<file path="src/rtl/mapache64.sv">
// Shared mapache64 definitions for the OBM DMA: state encoding and default OBM geometry.
// WAIT_VBL exists only when OBM_DMA_VBLANK_WAIT_EN is defined.
package mapache64;

    localparam logic [11:0] OBM_BASE_ADDR = 12'h800;
    localparam int          OBM_NUM_BYTES = 256;

`ifdef OBM_DMA_VBLANK_WAIT_EN
    typedef enum logic [2:0] {
        IDLE     = 3'd0,
        WAIT_VBL = 3'd1,
        READ     = 3'd2,
        WRITE    = 3'd3,
        DONE     = 3'd4
    } obm_dma_state_t;
`else
    typedef enum logic [2:0] {
        IDLE  = 3'd0,
        READ  = 3'd2,
        WRITE = 3'd3,
        DONE  = 3'd4
    } obm_dma_state_t;
`endif

endpackage

</file>
<file path="src/rtl/vram_port_mux.sv">
// VRAM port arbiter: the CPU owns the port while the DMA is idle; otherwise the DMA
// drives it and only ever targets object memory.
module vram_port_mux (
    input  logic        dma_active,
    input  logic        dma_wen,
    input  logic [11:0] dma_address,
    input  logic [7:0]  dma_data,
    input  logic [11:0] cpu_address,
    input  logic [7:0]  cpu_data,
    input  logic        cpu_wen,
    input  logic        cpu_sel_pmf,
    input  logic        cpu_sel_obm,
    output logic [11:0] vram_address,
    output logic [7:0]  vram_data,
    output logic        vram_wen,
    output logic        vram_sel_pmf,
    output logic        vram_sel_obm
);

    // Select the port owner; CPU inputs are fully ignored while the DMA is active.
    always_comb begin
        vram_address = cpu_address;
        vram_data    = cpu_data;
        vram_wen     = cpu_wen;
        vram_sel_pmf = cpu_sel_pmf;
        vram_sel_obm = cpu_sel_obm;
        if (dma_active) begin
            vram_address = dma_address;
            vram_data    = dma_data;
            vram_wen     = dma_wen;
            vram_sel_pmf = 1'b0;
            vram_sel_obm = 1'b1;
        end else begin
            vram_wen     = cpu_wen;
        end
    end

endmodule

</file>
<file path="src/rtl/obm_dma.sv">
// OBM DMA: copies OBM_BYTES bytes from a work-RAM page into VRAM object memory while
// stalling the CPU. Define OBM_DMA_VBLANK_WAIT_EN to hold the copy until vertical blank.
module obm_dma
    import mapache64::*;
#(
    parameter int          OBM_BYTES = OBM_NUM_BYTES,
    parameter logic [11:0] OBM_BASE  = OBM_BASE_ADDR
) (
    input  logic        cpu_clk,
    input  logic        rst_n,
    input  logic        start_i,
    input  logic [7:0]  page_i,
    input  logic        vblank_i,
    output logic [15:0] mem_address_o,
    output logic        mem_ren_o,
    input  logic [7:0]  mem_data_i,
    input  logic [11:0] cpu_vram_address_i,
    input  logic [7:0]  cpu_data_i,
    input  logic        cpu_wen_i,
    input  logic        cpu_SELECT_pmf_i,
    input  logic        cpu_SELECT_obm_i,
    output logic [11:0] vram_address_o,
    output logic [7:0]  data_o,
    output logic        wen_o,
    output logic        SELECT_pmf_o,
    output logic        SELECT_obm_o,
    output logic        cpu_stall_o,
    output logic        busy_o,
    output logic        done_o
);

    localparam int             IDX_W    = $clog2(OBM_BYTES) + 1;
    localparam logic [IDX_W-1:0] IDX_LAST = IDX_W'(OBM_BYTES - 1);

    obm_dma_state_t   state_r, state_next_s;
    logic [IDX_W-1:0] idx_r, idx_next_s;
    logic [7:0]       page_r, page_next_s;
    logic             busy_r, stall_r, done_r;
    logic             dma_active_s, dma_wen_s;
    logic [11:0]      dma_address_s;

    // Next-state, byte index and page register updates.
    always_comb begin
        state_next_s = state_r;
        idx_next_s   = idx_r;
        page_next_s  = page_r;
        case (state_r)
            IDLE: begin
                if (start_i) begin
                    page_next_s = page_i;
                    idx_next_s  = {IDX_W{1'b0}};
`ifdef OBM_DMA_VBLANK_WAIT_EN
                    state_next_s = WAIT_VBL;
`else
                    state_next_s = READ;
`endif
                end else begin
                    state_next_s = IDLE;
                end
            end
`ifdef OBM_DMA_VBLANK_WAIT_EN
            WAIT_VBL: begin
                if (vblank_i) begin
                    state_next_s = READ;
                end else begin
                    state_next_s = WAIT_VBL;
                end
            end
`endif
            READ:  state_next_s = WRITE;
            WRITE: begin
                idx_next_s = idx_r + {{(IDX_W-1){1'b0}}, 1'b1};
                if (idx_r == IDX_LAST) begin
                    state_next_s = DONE;
                end else begin
                    state_next_s = READ;
                end
            end
            DONE:    state_next_s = IDLE;
            default: state_next_s = IDLE;
        endcase
    end

    // State, index, page and lookahead-registered status flags.
    always_ff @(posedge cpu_clk or negedge rst_n) begin
        if (!rst_n) begin
            state_r <= IDLE;
            idx_r   <= {IDX_W{1'b0}};
            page_r  <= 8'h00;
            busy_r  <= 1'b0;
            stall_r <= 1'b0;
            done_r  <= 1'b0;
        end else begin
            state_r <= state_next_s;
            idx_r   <= idx_next_s;
            page_r  <= page_next_s;
            busy_r  <= (state_next_s != IDLE);
            stall_r <= (state_next_s != IDLE);
            done_r  <= (state_next_s == DONE);
        end
    end

    // The page byte is fixed for the transfer; only the low address byte walks.
    assign mem_address_o = {page_r, 8'(idx_r)};
    assign mem_ren_o     = (state_r == READ);
    assign cpu_stall_o   = stall_r;
    assign busy_o        = busy_r;
    assign done_o        = done_r;

    assign dma_active_s  = (state_r != IDLE);
    assign dma_wen_s     = (state_r == WRITE);
    assign dma_address_s = OBM_BASE + 12'(idx_r);

    vram_port_mux u_vram_port_mux (
        .dma_active   (dma_active_s),
        .dma_wen      (dma_wen_s),
        .dma_address  (dma_address_s),
        .dma_data     (mem_data_i),
        .cpu_address  (cpu_vram_address_i),
        .cpu_data     (cpu_data_i),
        .cpu_wen      (cpu_wen_i),
        .cpu_sel_pmf  (cpu_SELECT_pmf_i),
        .cpu_sel_obm  (cpu_SELECT_obm_i),
        .vram_address (vram_address_o),
        .vram_data    (data_o),
        .vram_wen     (wen_o),
        .vram_sel_pmf (SELECT_pmf_o),
        .vram_sel_obm (SELECT_obm_o)
    );

endmodule

</file>
<file path="config.mk">
export PLATFORM = sky130hd
export DESIGN_NAME = obm_dma
export DESIGN_NICKNAME = d
export VERILOG_FILES = /design/src/rtl/mapache64.sv /design/src/rtl/vram_port_mux.sv /design/src/rtl/obm_dma.sv
export SDC_FILE = /design/constraint.sdc
export NUM_CORES = 1
export LEC_CHECK = 0
export ABC_AREA = 1
export BUFFER_PORTS_ARGS = -buffer_cell sky130_fd_sc_hd__buf_2
export CAP_MARGIN = 20
export CORE_ASPECT_RATIO = 0.7
export CORE_UTILIZATION = 35
export CTS_CLUSTER_SIZE = 10
export DETAILED_ROUTE_END_ITERATION = 7
export PLACE_DENSITY = 0.72
export SKIP_LAST_GASP = 1
export SYNTH_ARGS = -nofsm -noshare
export SYNTH_HDL_FRONTEND = slang
export SYNTH_SLANG_ARGS = --single-unit
</file>
<file path="constraint.sdc">
create_clock -name cpu_clk -period 2.65 [get_ports cpu_clk]
set_input_delay 0.265 -clock cpu_clk [delete_from_list [all_inputs] [get_ports cpu_clk]]
set_output_delay 0.265 -clock cpu_clk [all_outputs]
set_load 0.01 [all_outputs]
</file>
==> impl_summary.txt <==
----------------------------------------------------
[Clock network]
  Clk pin slew, worst setup/hold paths ... around 0.080 ns
  TritonCTS clock tree ... done
  Number of buffers between clock root and the deepest sink ... 2
  Clk_lat worst skew ... 0.26 ns
  CTS buffer count ... 3
  Sinks on Clock Net ... 22
  Cell chosen for the clock root ... sky130_fd_sc_hd__clkbuf_8
  Resized cells post-CTS ... 0
  Number of levels in the clock H-tree ... 1

[Min path]
  Class of the tightest hold or removal check ... primary input to register
  Launch instance of the worst min-delay path ... page_i[5]
  Hold Crit Depth ... 3
  Worst Hold Endpoint ... page_r[5]$_DFFE_PN0P_

[Synth]
  Post-synth net total ... approximately 230
  Cell variety after synth ... 24
  Number of storage elements in the synthesis netlist ... 22
  Post-synth design cell area ... 1350 sq um
  Synth warn ... 0
  Synthesized area per cell ... about 7.4 sq um
  Count of mapped cells out of synthesis ... ~180
  Sequential fraction of the synthesis area ... ~40%

[Routing]
  Total via count in the routed design ... 1325
  DRC errors left ... 0
  Drt first pass iters ... 4
  ANT nets after route ... 0
  Final Routed Wirelength ... between 3 and 4 mm
  Ratio of routed vias to standard cells ... between 4 and 5
  Avg WL per Cell ... about 10 um
  DRT iter0 DRCs ... between 50 and 60

[Setup path]
  Signal arrival time at the worst endpoint ... 1.58 ns
  Beginning of the worst register-to-register path ... idx_r[1]$_DFFE_PN0P_
  Number of cells on the worst reg-to-reg path ... 9
  Startpoint types ... register
  CP Max Fanout ... 27
  CP Data Required Time ... about 2.4 ns
  Internal reg-to-reg setup slack ... approximately 0.95 ns
  End of the worst register-to-register path ... state_r[1]$_DFF_PN0_
  Kind of capture point of the worst setup path ... output port
  Classification of the worst setup path ... register to output port

[Placed design]
  Routability cong. ... about 0.73
  Total of buffers placed on input and output ports ... 84
  Detail Placement HPWL ... roughly 2.5 mm
  Post-detailed-placement cell area ... roughly 1700 sq um

[Floorplanning]
  Die width ... ~76 um
  Number of top-level pins ... 86
  Floorplan die area ... about 4000 sq um
  Initial Utilization ... a little under two fifths
  Core Region ... around 3600 sq um
  Row Count ... 18
  Height of the die ... between 50 and 60 um

[Global route]
  First-pass GRT wire length ... 4.95 mm
  Number of antenna violations at the first check in global routing ... 0
  Leftover overflow at the end of global routing ... 0
  Maximum number of pins on one net before global-route repair ... 28
  Via count of the first global-routing pass ... 1076
  Gr usage total ... 15.6%

[Run status]
  Result of the run ... finished, final reports clean

[Timing]
  Post-route clock skew ... ~0.0022 ns
  Max-Slew Margin vs Limit ... between 60% and 70%
  Max-slew violation count ... 0
  Final critical delay including setup and external delays ... between 1.5 and 2 ns
  Worst Tran Pin Value ... roughly 0.48 ns
  FMAX ... between 500 and 600 MHz
  Setup repair after global routing missed its margin ... false
  Final setup violation count ... 0
  Final number of hold-violating endpoints ... 0
  Final worst-path cycle share ... between 60% and 70%
  Setup TNS ... 0 ns

[Layout]
  Fraction of final layout cells sized beyond drive strength 1 ... roughly 43%
  Layout area overhead ... 32.7%
  Final non-filler cell area ... ~1800 sq um
  Top library cells by usage in the layout, fill and taps aside ... sky130_fd_sc_hd__buf_2, sky130_fd_sc_hd__nand2_1, sky130_fd_sc_hd__dfrtp_1, sky130_fd_sc_hd__inv_1, sky130_fd_sc_hd__nor2_1
  Post-layout nets ... roughly 300
  ANT cells ... 0
  FILL cells ... between 300 and 400
  Most frequent standard cell in the layout excluding fill and tap cells ... sky130_fd_sc_hd__buf_2

[Pwr]
  Leakage power summed over all cells ... 0.00110 uW
  Power density of the placed cells ... 351 nW/um^2
  Max IR drop VDD ... roughly 180 uV

[Run]
  Max cap viols ... 0

----------------------------------------------------
==> worst max path at each step <==
stage,startpoint,end,slack (ns)
3_3_place_gp,idx_r[1]$_DFFE_PN0P_,state_r[1]$_DFF_PN0_,1.04
2_1_floorplan,idx_r[1]$_DFFE_PN0P_,state_r[1]$_DFF_PN0_,1.22
6_report,state_r[0]$_DFF_PN0_,vram_address_o[4],0.80
5_1_grt,state_r[0]$_DFF_PN0_,vram_address_o[3],0.64
3_5_place_dp,idx_r[1]$_DFFE_PN0P_,state_r[1]$_DFF_PN0_,0.96
4_1_cts,state_r[0]$_DFF_PN0_,vram_address_o[4],0.78
==> flip-flops by register name, summed over array words and instances (netlist names) <==
name / flops
done_o: 1
idx_r: 9
page_r: 8
state_r: 3
cpu_stall_o: 1
==> power breakdown <==
group	total (uW)	switching, uW	internal (uW)
Clock	241	108	133
Sequential	335	0	335
Combinational	51.7	22.8	29.0
==> repair_timing <==
action | 4_1_cts | 5_1_grt
hold buffers | 1 | 0
buffers inserted | 0 | 0
endpoints found under the hold margin | 22 | 0
==> cell type report <==
| class | count | area (sq um) | area share, % |
|---|---|---|---|
| Tap cell | 50 | 62.6 | 3.49 |
| Multi-Input combinational cell | 128 | 618 | 34.5 |
| Inverter | 19 | 73.8 | 4.12 |
| Timing Repair Buffer | 85 | 430 | 24.0 |
| Sequential cell | 22 | 551 | 30.7 |
| Clock buffer | 4 | 55.1 | 3.07 |
==> cell families (layout without fill, tap and decap cells) <==
group	after synthesis	in the layout	synth area share [%]
AOI/OAI and AO/OA	18	18	9.37
xor gates and xnor gates	1	1	0.649
adders and majority gates	2	2	1.85
buffers and inverters	32	108	13.4
DFF	22	22	40.8
and+or+nand+nor	107	107	34.0
==> cells in the mapped netlist <==
library cell	number	area share (%)
sky130_fd_sc_hd__o21ai_0	4	1.5
sky130_fd_sc_hd__inv_4	1	0.46
sky130_fd_sc_hd__nand2_1	78	22
sky130_fd_sc_hd__dfrtp_1	22	41
sky130_fd_sc_hd__xnor2_1	1	0.65
sky130_fd_sc_hd__ha_1	2	1.9
sky130_fd_sc_hd__nor2_4	2	1.7
sky130_fd_sc_hd__nor2_1	13	3.6
sky130_fd_sc_hd__inv_2	2	0.56
sky130_fd_sc_hd__inv_1	16	4.5
sky130_fd_sc_hd__a21oi_1	1	0.37
sky130_fd_sc_hd__o22ai_1	2	0.93
sky130_fd_sc_hd__nand3_2	2	1.5
sky130_fd_sc_hd__buf_8	1	1.1
sky130_fd_sc_hd__or2_2	2	0.93
sky130_fd_sc_hd__nand4_1	1	0.46
sky130_fd_sc_hd__buf_2	1	0.37
sky130_fd_sc_hd__nand2_4	1	0.83
sky130_fd_sc_hd__buf_4	10	5.6
sky130_fd_sc_hd__nand3_1	5	1.9
sky130_fd_sc_hd__o21ai_2	9	5.8
sky130_fd_sc_hd__buf_6	1	0.83
sky130_fd_sc_hd__nand2_2	3	1.4
sky130_fd_sc_hd__o21ai_1	2	0.74
==> metal layers <==
layer / wire (um) / vias to the layer above / share of wire (%) / global-route usage (%)
met4: 16 / 0 / 0.52 / 3.85
met5: 0 / - / 0 / 0
li1: - / 700 / - / -
met3: 181 / 2 / 5.9 / 4.41
met1: 1470 / 585 / 47 / 20.7
met2: 1430 / 38 / 46 / 25.5
==> through the flow <==
stage | utilization [%] | hold WS [ns] | total power, uW | cells | setup WS [ns]
6_report | 49.7 | 0.189 | 628 | 308 | 0.801
5_1_grt | 49.7 | 0.196 | 660 | 308 | 0.642
4_1_cts | 49.7 | 0.186 | 634 | 308 | 0.781
3_3_place_gp | 47.9 | 0.254 | 392 | 303 | 1.04
2_1_floorplan | - | -0.0306 | 352 | 182 | 1.22
3_5_place_dp | 47.9 | 0.256 | 393 | 303 | 0.961
==> critical path: stages, from the launching register on <==
cell and delay (ns):
sky130_fd_sc_hd__dfrtp_1 0.46, sky130_fd_sc_hd__nor2_4 0.15, sky130_fd_sc_hd__nand2_4 0.13, sky130_fd_sc_hd__inv_4 0.26, sky130_fd_sc_hd__nand2_1 0.11, sky130_fd_sc_hd__o21ai_2 0.06, sky130_fd_sc_hd__buf_2 0.14
(Power assumes the default switching activity.)
